$ cat src/rtl/mby_egr_pod_injector.sv
// Egress dirty-pod injector: queues freed pod pointers and drops them into empty ring slots.
// Optional MBY_POD_INJ_STATS_EN adds saturating injection / stall-cycle counters.
module mby_egr_pod_injector #(
    parameter int PTR_W    = 14,
    parameter int DEPTH    = 16,
    parameter int HI_WM    = 12,
    parameter int STARVE_C = 255
) (
    input  logic             cclk,
    input  logic             reset_n,
    input  logic             pod_free_valid,
    input  logic [PTR_W-1:0] pod_free_ptr,
    output logic             pod_free_ready,
    input  logic             pod_ring_in_valid,
    input  logic [PTR_W-1:0] pod_ring_in_ptr,
    input  logic             pod_ring_stall_in,
    output logic             pod_ring_out_valid,
    output logic [PTR_W-1:0] pod_ring_out_ptr,
    output logic             pod_fifo_hi,
    output logic             pod_starve
`ifdef MBY_POD_INJ_STATS_EN
    ,
    output logic [31:0]      pod_inj_cnt,
    output logic [31:0]      pod_stall_cnt
`endif
);

    localparam int AW = $clog2(DEPTH);
    localparam int SW = $clog2(STARVE_C + 1);
    localparam logic [AW:0]   FULL_LVL = (AW+1)'(DEPTH);
    localparam logic [AW:0]   HI_LVL   = (AW+1)'(HI_WM);
    localparam logic [SW-1:0] STV      = SW'(STARVE_C);

    typedef enum logic [1:0] {IDLE, INJ, STALL} state_t;

    state_t           state, state_nxt;
    logic [PTR_W-1:0] mem [DEPTH];
    logic [AW-1:0]    wr_ptr, rd_ptr;
    logic [AW:0]      count, count_nxt;
    logic             push, pop, full, empty;
    logic [SW-1:0]    starve_cnt, starve_cnt_nxt;
    logic             starve_inc, starve_clr;

    assign full           = (count == FULL_LVL);
    assign empty          = (count == '0);
    assign pod_free_ready = reset_n & ~full;
    assign push           = pod_free_valid & pod_free_ready;
    // Inject only into an empty slot while GPM is not stalling.
    assign pop            = ~pod_ring_in_valid & ~pod_ring_stall_in & ~empty;
    assign count_nxt      = count + {{AW{1'b0}}, push} - {{AW{1'b0}}, pop};

    always_ff @(posedge cclk) begin
        if (!reset_n) begin
            wr_ptr <= '0;
            rd_ptr <= '0;
            count  <= '0;
        end else begin
            if (push) wr_ptr <= wr_ptr + 1'b1;
            if (pop)  rd_ptr <= rd_ptr + 1'b1;
            count <= count_nxt;
        end
    end

    always_ff @(posedge cclk) begin
        if (push) mem[wr_ptr] <= pod_free_ptr;
    end

    always_ff @(posedge cclk) begin
        if (!reset_n) begin
            pod_ring_out_valid <= 1'b0;
            pod_ring_out_ptr   <= '0;
        end else if (pod_ring_in_valid) begin
            pod_ring_out_valid <= 1'b1;
            pod_ring_out_ptr   <= pod_ring_in_ptr;
        end else if (pop) begin
            pod_ring_out_valid <= 1'b1;
            pod_ring_out_ptr   <= mem[rd_ptr];
        end else begin
            pod_ring_out_valid <= 1'b0;
            pod_ring_out_ptr   <= '0;
        end
    end

    always_ff @(posedge cclk) begin
        if (!reset_n) pod_fifo_hi <= 1'b0;
        else          pod_fifo_hi <= (count_nxt >= HI_LVL);
    end

    always_ff @(posedge cclk) begin
        if (!reset_n) state <= IDLE;
        else          state <= state_nxt;
    end

    always_comb begin
        state_nxt = state;
        unique case (state)
            IDLE:    if (push) state_nxt = INJ;
            INJ: begin
                if (pod_ring_stall_in)     state_nxt = STALL;
                else if (count_nxt == '0)  state_nxt = IDLE;
            end
            STALL: begin
                if (!pod_ring_stall_in)
                    state_nxt = (count_nxt == '0) ? IDLE : INJ;
            end
            default: state_nxt = IDLE;
        endcase
    end

    // Starvation only accrues while injecting is allowed but the ring stays full.
    always_comb begin
        starve_inc = 1'b0;
        starve_clr = pop;
        unique case (state)
            IDLE:    starve_clr = 1'b1;
            INJ:     starve_inc = ~pop & ~pod_ring_stall_in;
            STALL:   starve_inc = 1'b0;
            default: starve_clr = 1'b1;
        endcase
    end

    always_comb begin
        starve_cnt_nxt = starve_cnt;
        if (starve_clr)
            starve_cnt_nxt = '0;
        else if (starve_inc && starve_cnt != STV)
            starve_cnt_nxt = starve_cnt + 1'b1;
    end

    always_ff @(posedge cclk) begin
        if (!reset_n) begin
            starve_cnt <= '0;
            pod_starve <= 1'b0;
        end else begin
            starve_cnt <= starve_cnt_nxt;
            if (pop)
                pod_starve <= 1'b0;
            else if (starve_cnt_nxt == STV)
                pod_starve <= 1'b1;
        end
    end

`ifdef MBY_POD_INJ_STATS_EN
    always_ff @(posedge cclk) begin
        if (!reset_n) begin
            pod_inj_cnt   <= '0;
            pod_stall_cnt <= '0;
        end else begin
            if (pop && pod_inj_cnt != '1)
                pod_inj_cnt <= pod_inj_cnt + 1'b1;
            if (pod_ring_stall_in && !empty && pod_stall_cnt != '1)
                pod_stall_cnt <= pod_stall_cnt + 1'b1;
        end
    end
`endif

endmodule

$ cat config.mk
export PLATFORM = sky130hd
export DESIGN_NAME = mby_egr_pod_injector
export DESIGN_NICKNAME = d
export VERILOG_FILES = /design/src/rtl/mby_egr_pod_injector.sv
export SDC_FILE = /design/constraint.sdc
export NUM_CORES = 1
export LEC_CHECK = 0
export ABC_AREA = 1
export CORE_ASPECT_RATIO = 0.6
export CORE_UTILIZATION = 30
export DETAILED_ROUTE_END_ITERATION = 6
export DONT_BUFFER_PORTS = 1
export GPL_TIMING_DRIVEN = 1
export HOLD_SLACK_MARGIN = 0.15
export PLACE_DENSITY = 0.48
export SETUP_SLACK_MARGIN = 0.15
export SLEW_MARGIN = 20
export SYNTH_ARGS = -nofsm -noshare
export SYNTH_HDL_FRONTEND = slang
export SYNTH_SLANG_ARGS = --single-unit
$ cat constraint.sdc
create_clock -name cclk -period 3 [get_ports cclk]
set_input_delay 0.45 -clock cclk [delete_from_list [all_inputs] [get_ports cclk]]
set_output_delay 0.45 -clock cclk [all_outputs]
set_load 0.02 [all_outputs]
==> results by group, run 1 <==
Synthesis
  • Post-Synthesis Cells: slightly below 1000
  • Post-synthesis simple-gate area fraction: 0.1276
  • XOR/XNOR Fraction of Synth Area: 0.003923
  • Synth Flop Type: edfxtp_1
  • Synth area leader: edfxtp_1
  • Synthesized area: 11160 um2
  • Ys Warns: 0
  • Main combinational cell family by area after synthesis: simple AND/OR/NAND/NOR gates
  • Synth Area in Compound Gates: 0.1257
  • Sequential share of the synthesized area: 0.6815
  • Top area cells in the synthesized netlist: edfxtp_1 60%, dfxtp_1 7.9%, nor2_1 6.7%
  • Yosys top cell area share: 0.6026
  • Post-Synth Adder-Cell Area: 0.01973
  • Share of synthesized registers carrying an async set or reset: 0
  • Commonest cells post-synth: 224 x edfxtp_1, 199 x nor2_1, 111 x nand2_1
  • Count leader, synth: edfxtp_1
  • Synthesized area per cell: 11.58 um2
  • Post-synth cell types: 39
  • Post-synth EDFFs: around 220
  • Post-synthesis mux area share: 0
  • Net count after synthesis: 1014
  • Synth Register Bits: around 270

Setup path
  • Reg-to-reg startpoint: count[3]
  • Worst R2R End: state[0]
  • Buf/Inv on CP: 5
  • Crit path max-delay family: adder cells
  • Crit path required time: 3.43 ns
  • CP Capture Type: flip-flop
  • Crit-path slowest cell: fa_2
  • Reg2reg setup slack: 0.37 ns
  • Setup CP Type: flip-flop to flip-flop
  • Largest stage delay, worst path: 0.36 ns
  • R2R cell count: 21
  • Critical Path Fanout Max: 3
  • Crit-path cells: inv_1, ha_2, nand3_1, nand2_1, inv_2, nand2_2, ha_4, inv_2, ha_4, inv_2, fa_2, inv_1, nand2_1, a21oi_2, o21bai_1, nand2_1, nand3_2, nand2_2, nand2_2, nor2_1, nor2_1
  • Crit path launch type: flip-flop
  • Arrival @ worst endpoint: 3.07 ns

Global route
  • Total congestion overflow: 0
  • Vias in the first global route: 6827
  • First-pass GRT wire length: around 44000 um
  • Initial antenna violation count: 2
  • Gr usage total: 0.1550
  • Pin count of the biggest net entering global routing: 113

Detailed routing
  • Post-route ant nets: 0
  • Routed WL per cell: 19.33 um
  • Detailed Route WL: 29250 um
  • DR vias: 7228
  • Iter 0 DRT Violations: between 600 and 700
  • Vias/cell: 4.777
  • DRC: 0
  • Initial DRT Pass Iterations: 5

Floorplanning
  • Die area: 38010 um2
  • Die height: 151.4 um
  • Row Count: between 50 and 60
  • Placeable Area: 36490 um2
  • Ports: 51
  • Die span in x: around 250 um
  • Initial Util: 0.3059

Min path
  • Worst min-delay path category: input port to flip-flop
  • Worst min-delay path startpoint: pod_free_valid
  • Hold Path Sink: wr_ptr[0]
  • WHS Path Cells: 3

Finish
  • Nets: 1066
  • Area occupied by multi-input gates: 3177 um2
  • Area taken by flip-flops and latches: between 7000 and 8000 um2
  • Final Util: 0.3609
  • Non-filler instance count after layout: 1513
  • Fill count: 3572
  • Design area: 13170 um2
  • Synthesis-to-finish area growth: 17.98%
  • Layout cells sized above 1: 0.1527

Clock tree
  • CTS tree: done
  • Clk_lat worst skew: 0.54 ns
  • Root Driver: clkbuf_16
  • Inserted Clock Buffers: 26
  • H-tree depth: 1
  • Clock-pin transition on the worst setup and hold timing paths: 0.06 ns
  • CTS max path bufs: 3
  • Clk sinks: 268

Timing
  • Worst Setup Slack, final: 0.3684 ns
  • Clock skew: around 0.013 ns
  • Final Critical Period: approximately 2.6 ns
  • Final setup fails: 0
  • Setup TNS: 0 ns
  • Slew @ Worst Pin: about 0.65 ns
  • Unrepaired setup endpoints after global routing: no
  • Tcrit/Tclk final: 0.8772
  • Max frequency: 380.0 MHz
  • Final hold viol count: 0
  • Hold Slack: about 0.24 ns
  • Slew Limit Fails: 0
  • Slew headroom: 0.5625

Pwr
  • Switching part of the total: 0.2874
  • Pwr Total: ~9.4 mW
  • Share of power burned in combinational logic: 0.196
  • Pwr dens: 715.9 nW/um2
  • Net Switching: 2.710 mW
  • Max IR drop VDD: ~0.38 mV
  • Cell internal pwr: 6.718 mW
  • Clock share of power: 0.349
  • Share of power burned in registers: 0.455
  • Leakage power: 4.397 nW

Place
  • Post-DP HPWL: 17670 um
  • Pre-CTS setup slack: 0.1314 ns
  • IO Port Bufs: 0
  • Placed insts: 1426
  • Area after DPL: approximately 12000 um2
  • Final Wtd Congestion: 0.7770

Status
  • Run status: finished clean

Job
  • Max Cap Viol: 0
==> registers in the layout (all words and copies together) (netlist names), named ones only <==
signal              cells
state                   2
rd_ptr                  4
starve_cnt              8
mem                   224
count                   5
wr_ptr                  4
pod_ring_out_ptr       14
pod_ring_out_valid      1
pod_fifo_hi             1
pod_starve              1
==> power by group through the flow <==
stage	sequential [mW]	combinational, mW	clock [mW]
after floorplan	4.32	1.21	0
after global placement	4.36	1.64	0
after detailed placement	4.36	1.64	0
after CTS	4.28	1.78	3.39
after global routing	4.30	2.08	3.54
final	4.29	1.85	3.29
==> worst reg2reg max path, cell delays in order (launching register included) <==
cell,delay (ns)
dfxtp_2,0.34
inv_1,0.06
ha_2,0.18
nand3_1,0.08
nand2_1,0.06
inv_2,0.06
nand2_2,0.07
ha_4,0.24
inv_2,0.06
ha_4,0.13
inv_2,0.04
fa_2,0.36
inv_1,0.06
nand2_1,0.06
a21oi_2,0.15
o21bai_1,0.08
nand2_1,0.11
nand3_2,0.11
nand2_2,0.09
nand2_2,0.06
nor2_1,0.11
nor2_1,0.05
==> routing by layer <==
layer | track usage | vias up | wire length [um]
met5 | 0 | - | 0
met4 | 0.02927 | 0 | 484
met3 | 0.02543 | 35 | 1254
met2 | 0.2161 | 133 | 11950
met1 | 0.2478 | 3559 | 15560
li1 | - | 3501 | -
==> kinds of logic (layout without fill, tap and decap cells) <==
family          after synthesis  count (layout)
other cells                   0               2
flops                       268             268
simple gates                353             353
buf+inv                      92             163
fa+ha+maj                    17              17
compound gates              229             229
xor+xnor                      5               5
==> final cells by class <==
class                   instances  area share
inverters                      38     0.01102
multi-input cells             604      0.2412
clock inverters                18     0.01207
flip-flops and latches        268      0.5785
diodes                          2   0.0003800
clock buffers                  29     0.05188
well taps                     476     0.04523
repair buffers                 78     0.05967
==> cell usage in the layout (no fill, tap or decap), types with 9 or more instances in the layout <==
| cell | count |
|---|---|
| a21oi_1 | 14 |
| a21oi_2 | 10 |
| buf_12 | 9 |
| buf_4 | 34 |
| clkbuf_16 | 27 |
| clkinv_1 | 9 |
| dfxtp_1 | 39 |
| dlygate4sd3_1 | 35 |
| edfxtp_1 | 224 |
| ha_1 | 13 |
| inv_1 | 33 |
| nand2_1 | 108 |
| nand3_1 | 12 |
| nor2_1 | 185 |
| nor2_2 | 31 |
| o211ai_1 | 45 |
| o211ai_2 | 11 |
| o21ai_0 | 105 |
| o21ai_1 | 35 |
==> what timing repair did <==
| item | in CTS | in global routing |
|---|---|---|
| pin swaps | 1 | 5 |
| gates resized for setup | 1 | 15 |
| buffers inserted | 1 | 2 |
| hold buffers | 35 | 0 |
| hold endpoints to repair | 255 | 0 |
| endpoints found under the setup margin | 2 | 3 |
==> how the worst max path moves through the flow <==
| stage | slack [ns] | cells after the start | startpoint | end |
|---|---|---|---|---|
| 3_3_place_gp | 0.18 | 21 | count[2] | state[0] |
| 4_1_cts | 0.15 | 19 | count[3] | state[0] |
| 6_report | 0.37 | 21 | count[3] | state[0] |
| 2_1_floorplan | 0.16 | 23 | pod_ring_in_valid | state[0] |
| 3_5_place_dp | 0.13 | 23 | count[2] | state[0] |
| 5_1_grt | 0.17 | 22 | count[3] | state[0] |
Power figures use the tool's default switching activity.
==> inputs of run 2 (changes only) <==
- CELL_PAD_IN_SITES_DETAIL_PLACEMENT: not set -> 1
- CELL_PAD_IN_SITES_GLOBAL_PLACEMENT: not set -> 2
- HOLD_SLACK_MARGIN: 0.15 -> 0.1
- PLACE_DENSITY: 0.48 -> 0.63
==> run 2 against run 1 <==
Net effect: final cell count shrank 0.46%; combinational power about the same; power grew 1.4%; worst setup slack lost 0.033 ns; routed wire length grew 6.8%; critical path type unchanged.
==> results by group, run 2 (synthesized netlist as in run 1, its figures left out) <==
Setup path
  • Crit-path slowest cell: fa_2 (unchanged)
  • Crit path required time: 3.49 ns (was 3.43 ns)
  • Arrival @ worst endpoint: 3.15 ns (was 3.07 ns)
  • Critical Path Fanout Max: 3 (unchanged)
  • Crit path max-delay family: adder cells (unchanged)
  • Crit-path cells: inv_2, ha_2, nand3_1, nand2_2, inv_1, ha_4, inv_2, ha_4, inv_2, fa_2, inv_2, nand2_1, a21oi_2, o21bai_1, nand2_1, nand3_2, nand2_1, nand2_2, nand2_1, nand2_1, nor2_1 (was inv_1, ha_2, nand3_1, nand2_1, inv_2, nand2_2, ha_4, inv_2, ha_4, inv_2, fa_2, inv_1, nand2_1, a21oi_2, o21bai_1, nand2_1, nand3_2, nand2_2, nand2_2, nor2_1, nor2_1)
  • Reg-to-reg startpoint: count[2] (was count[3])
  • Setup CP Type: flip-flop to flip-flop (unchanged)
  • Buf/Inv on CP: 5 (unchanged)
  • CP Launch Point: count[2] (was count[3])
  • Largest stage delay, worst path: 0.37 ns (was 0.36 ns)
  • Crit path launch type: flip-flop (unchanged)
  • Most frequent CP cell: nand2_1
  • CP Capture Type: flip-flop (unchanged)

Clock tree
  • Clk sinks: 268 (unchanged)
  • Root Driver: clkbuf_16 (unchanged)
  • H-tree depth: 1 (unchanged)
  • Clk_lat worst skew: 0.54 ns (about the same)
  • CTS tree: done (unchanged)
  • Inserted Clock Buffers: 26 (unchanged)
  • Clock-pin transition on the worst setup and hold timing paths: 0.07 ns (was 0.06 ns)
  • CTS max path bufs: 3 (unchanged)

Global route
  • Pin count of the biggest net entering global routing: 92 (was 113)
  • Vias in the first global route: 7209 (was 6827)
  • Gr usage total: 0.1665 (was 0.1550)
  • Total congestion overflow: 0 (unchanged)
  • Initial antenna violation count: 3 (was 2)
  • First-pass GRT wire length: 46900 um (was 44140 um)

Timing
  • Unrepaired setup endpoints after global routing: no (unchanged)
  • Slew headroom: 0.5142 (was 0.5625)
  • Slew Limit Fails: 0 (unchanged)
  • Worst Setup Slack, final: 0.3355 ns (was 0.3684 ns)
  • Setup TNS: 0 ns (unchanged)
  • Final Critical Period: 2.665 ns (was 2.632 ns)
  • Final hold viol count: 0 (unchanged)
  • Slew @ Worst Pin: 0.7263 ns (was 0.6541 ns)
  • Final setup fails: 0 (unchanged)
  • Tcrit/Tclk final: 0.8882 (was 0.8772)
  • Max frequency: 375.3 MHz (was 380.0 MHz)
  • Clock skew: 0.01136 ns (was 0.01284 ns)

Finish
  • Final Util: 0.3582 (was 0.3609)
  • Most common cell after layout, fill and taps aside: edfxtp_1 (unchanged)
  • Layout cells sized above 1: 0.1559 (was 0.1527)
  • Regs by FF count: mem (224), pod_ring_out_ptr (14), starve_cnt (8) (unchanged)
  • Synthesis-to-finish area growth: 17.08% (was 17.98%)
  • Area occupied by multi-input gates: 3186 um2 (was 3177 um2)
  • Reg with most FFs: mem (unchanged)
  • Nets: 1058 (was 1066)
  • Max reg flops: 224 (unchanged)
  • Commonest cells after routing, fill and taps aside: 224 x edfxtp_1, 182 x nor2_1, 109 x nand2_1, 105 x o21ai_0, 45 x o211ai_1 (was 224 x edfxtp_1, 185 x nor2_1, 108 x nand2_1, 105 x o21ai_0, 45 x o211ai_1)
  • Fill count: 3940 (was 3572)
  • Area taken by flip-flops and latches: 7619 um2 (unchanged)

Floorplanning
  • Ports: 51 (unchanged)
  • Die height: 151.4 um (unchanged)
  • Row Count: 54 (unchanged)
  • Placeable Area: 36490 um2 (unchanged)
  • Die area: 38010 um2 (unchanged)
  • Die span in x: 251.0 um (unchanged)
  • Initial Util: 0.3059 (unchanged)

Place
  • Post-DP HPWL: 19690 um (was 17670 um)
  • Final Wtd Congestion: 0.7385 (was 0.7770)
  • IO Port Bufs: 0 (unchanged)
  • Pre-CTS setup slack: 0.06246 ns (was 0.1314 ns)

Detailed routing
  • Initial DRT Pass Iterations: 5 (unchanged)
  • DRC: 0 (unchanged)
  • Post-route ant nets: 0 (unchanged)
  • Routed WL per cell: 20.74 um (was 19.33 um)
  • Vias/cell: 4.827 (was 4.777)
  • Detailed Route WL: 31240 um (was 29250 um)
  • Iter 0 DRT Violations: 488 (was 630)
  • DR vias: 7269 (was 7228)

Pwr
  • Pwr dens: 731.7 nW/um2 (was 715.9 nW/um2)
  • Pwr Total: 9.563 mW (was 9.428 mW)
  • Max IR drop VDD: 0.4501 mV (was 0.3752 mV)
  • Leakage power: 4.342 nW (was 4.397 nW)

Min path
  • Worst min-delay path startpoint: pod_ring_in_valid (was pod_free_valid)
  • Worst min-delay path category: input port to flip-flop (unchanged)

Status
  • Run status: finished clean (unchanged)

Job
  • Max Cap Viol: 0 (unchanged)
-- run 2: changes by cell type in the layout (fill, tap and decap cells not counted), sizes merged --
cell / change
clkbuf: +5
diode: +2
bufinv: +1
clkinvlp: -1
buf: -1
clkinv: -6
dlygate4sd3: -7
-- run 2: final cells by class --
type,instances,share of cell area
sequential,268,0.5830
multi-input combinational,604,0.2438
clock buffer,34,0.05371
timing repair buffer,70,0.05036
tap,476,0.04557
clock inverter,12,0.01178
inverter,38,0.01111
antenna,4,0.0007659
-- run 2: final timing paths --
kind	end	slack, ns	cells after the start
worst max-delay path	state[0]	0.34	21
worst min-delay path	pod_ring_out_ptr[5]	0.11	2
worst min register to register	flip-flop	0.51	2
worst max register to register	state[0]	0.34	21
-- run 2: what timing repair did --
item | in CTS | in global routing
hold buffers | 28 | 0
resized for setup | 3 | 17
endpoints found under the setup margin | 2 | 3
endpoints found under the hold margin | 249 | 0
setup buffers | 1 | 3
pin swaps | 1 | 9
-- run 2: where the power goes --
| group | switching, mW | internal, mW | leakage [nW] |
|---|---|---|---|
| Combinational | 1.24 | 0.634 | 1.55 |
| Clock | 1.43 | 1.98 | 0.413 |
| Sequential | 0.122 | 4.16 | 2.38 |
| Total | 2.79 | 6.77 | 4.34 |
-- run 2: stage by stage --
step | std cells | area (um2) | hold WS (ns)
after floorplan | 964 | 11170 | 0.4597
after global placement | 1424 | 11840 | 0.4905
after detailed placement | 1424 | 11840 | 0.5029
after CTS | 1499 | 12990 | 0.1027
after global routing | 1504 | 13060 | 0.1083
final | 1506 | 13070 | 0.1139
-- run 2: layer usage --
layer / share of wire / vias up / track usage
li1: - / 3484 / -
met1: 0.54 / 3652 / 0.2670
met2: 0.41 / 104 / 0.2342
met3: 0.035 / 29 / 0.02543
met4: 0.013 / 0 / 0.02805
met5: 0 / - / 0
-- run 2: worst reg2reg max path, cell delays in order (launching register included) --
cell,delay [ns]
dfxtp_2,0.33
inv_2,0.06
ha_2,0.17
nand3_1,0.09
nand2_2,0.08
inv_1,0.07
ha_4,0.24
inv_2,0.06
ha_4,0.13
inv_2,0.04
fa_2,0.37
inv_2,0.05
nand2_1,0.06
a21oi_2,0.16
o21bai_1,0.07
nand2_1,0.12
nand3_2,0.12
nand2_1,0.11
nand2_2,0.07
nand2_1,0.08
nand2_1,0.05
nor2_1,0.08
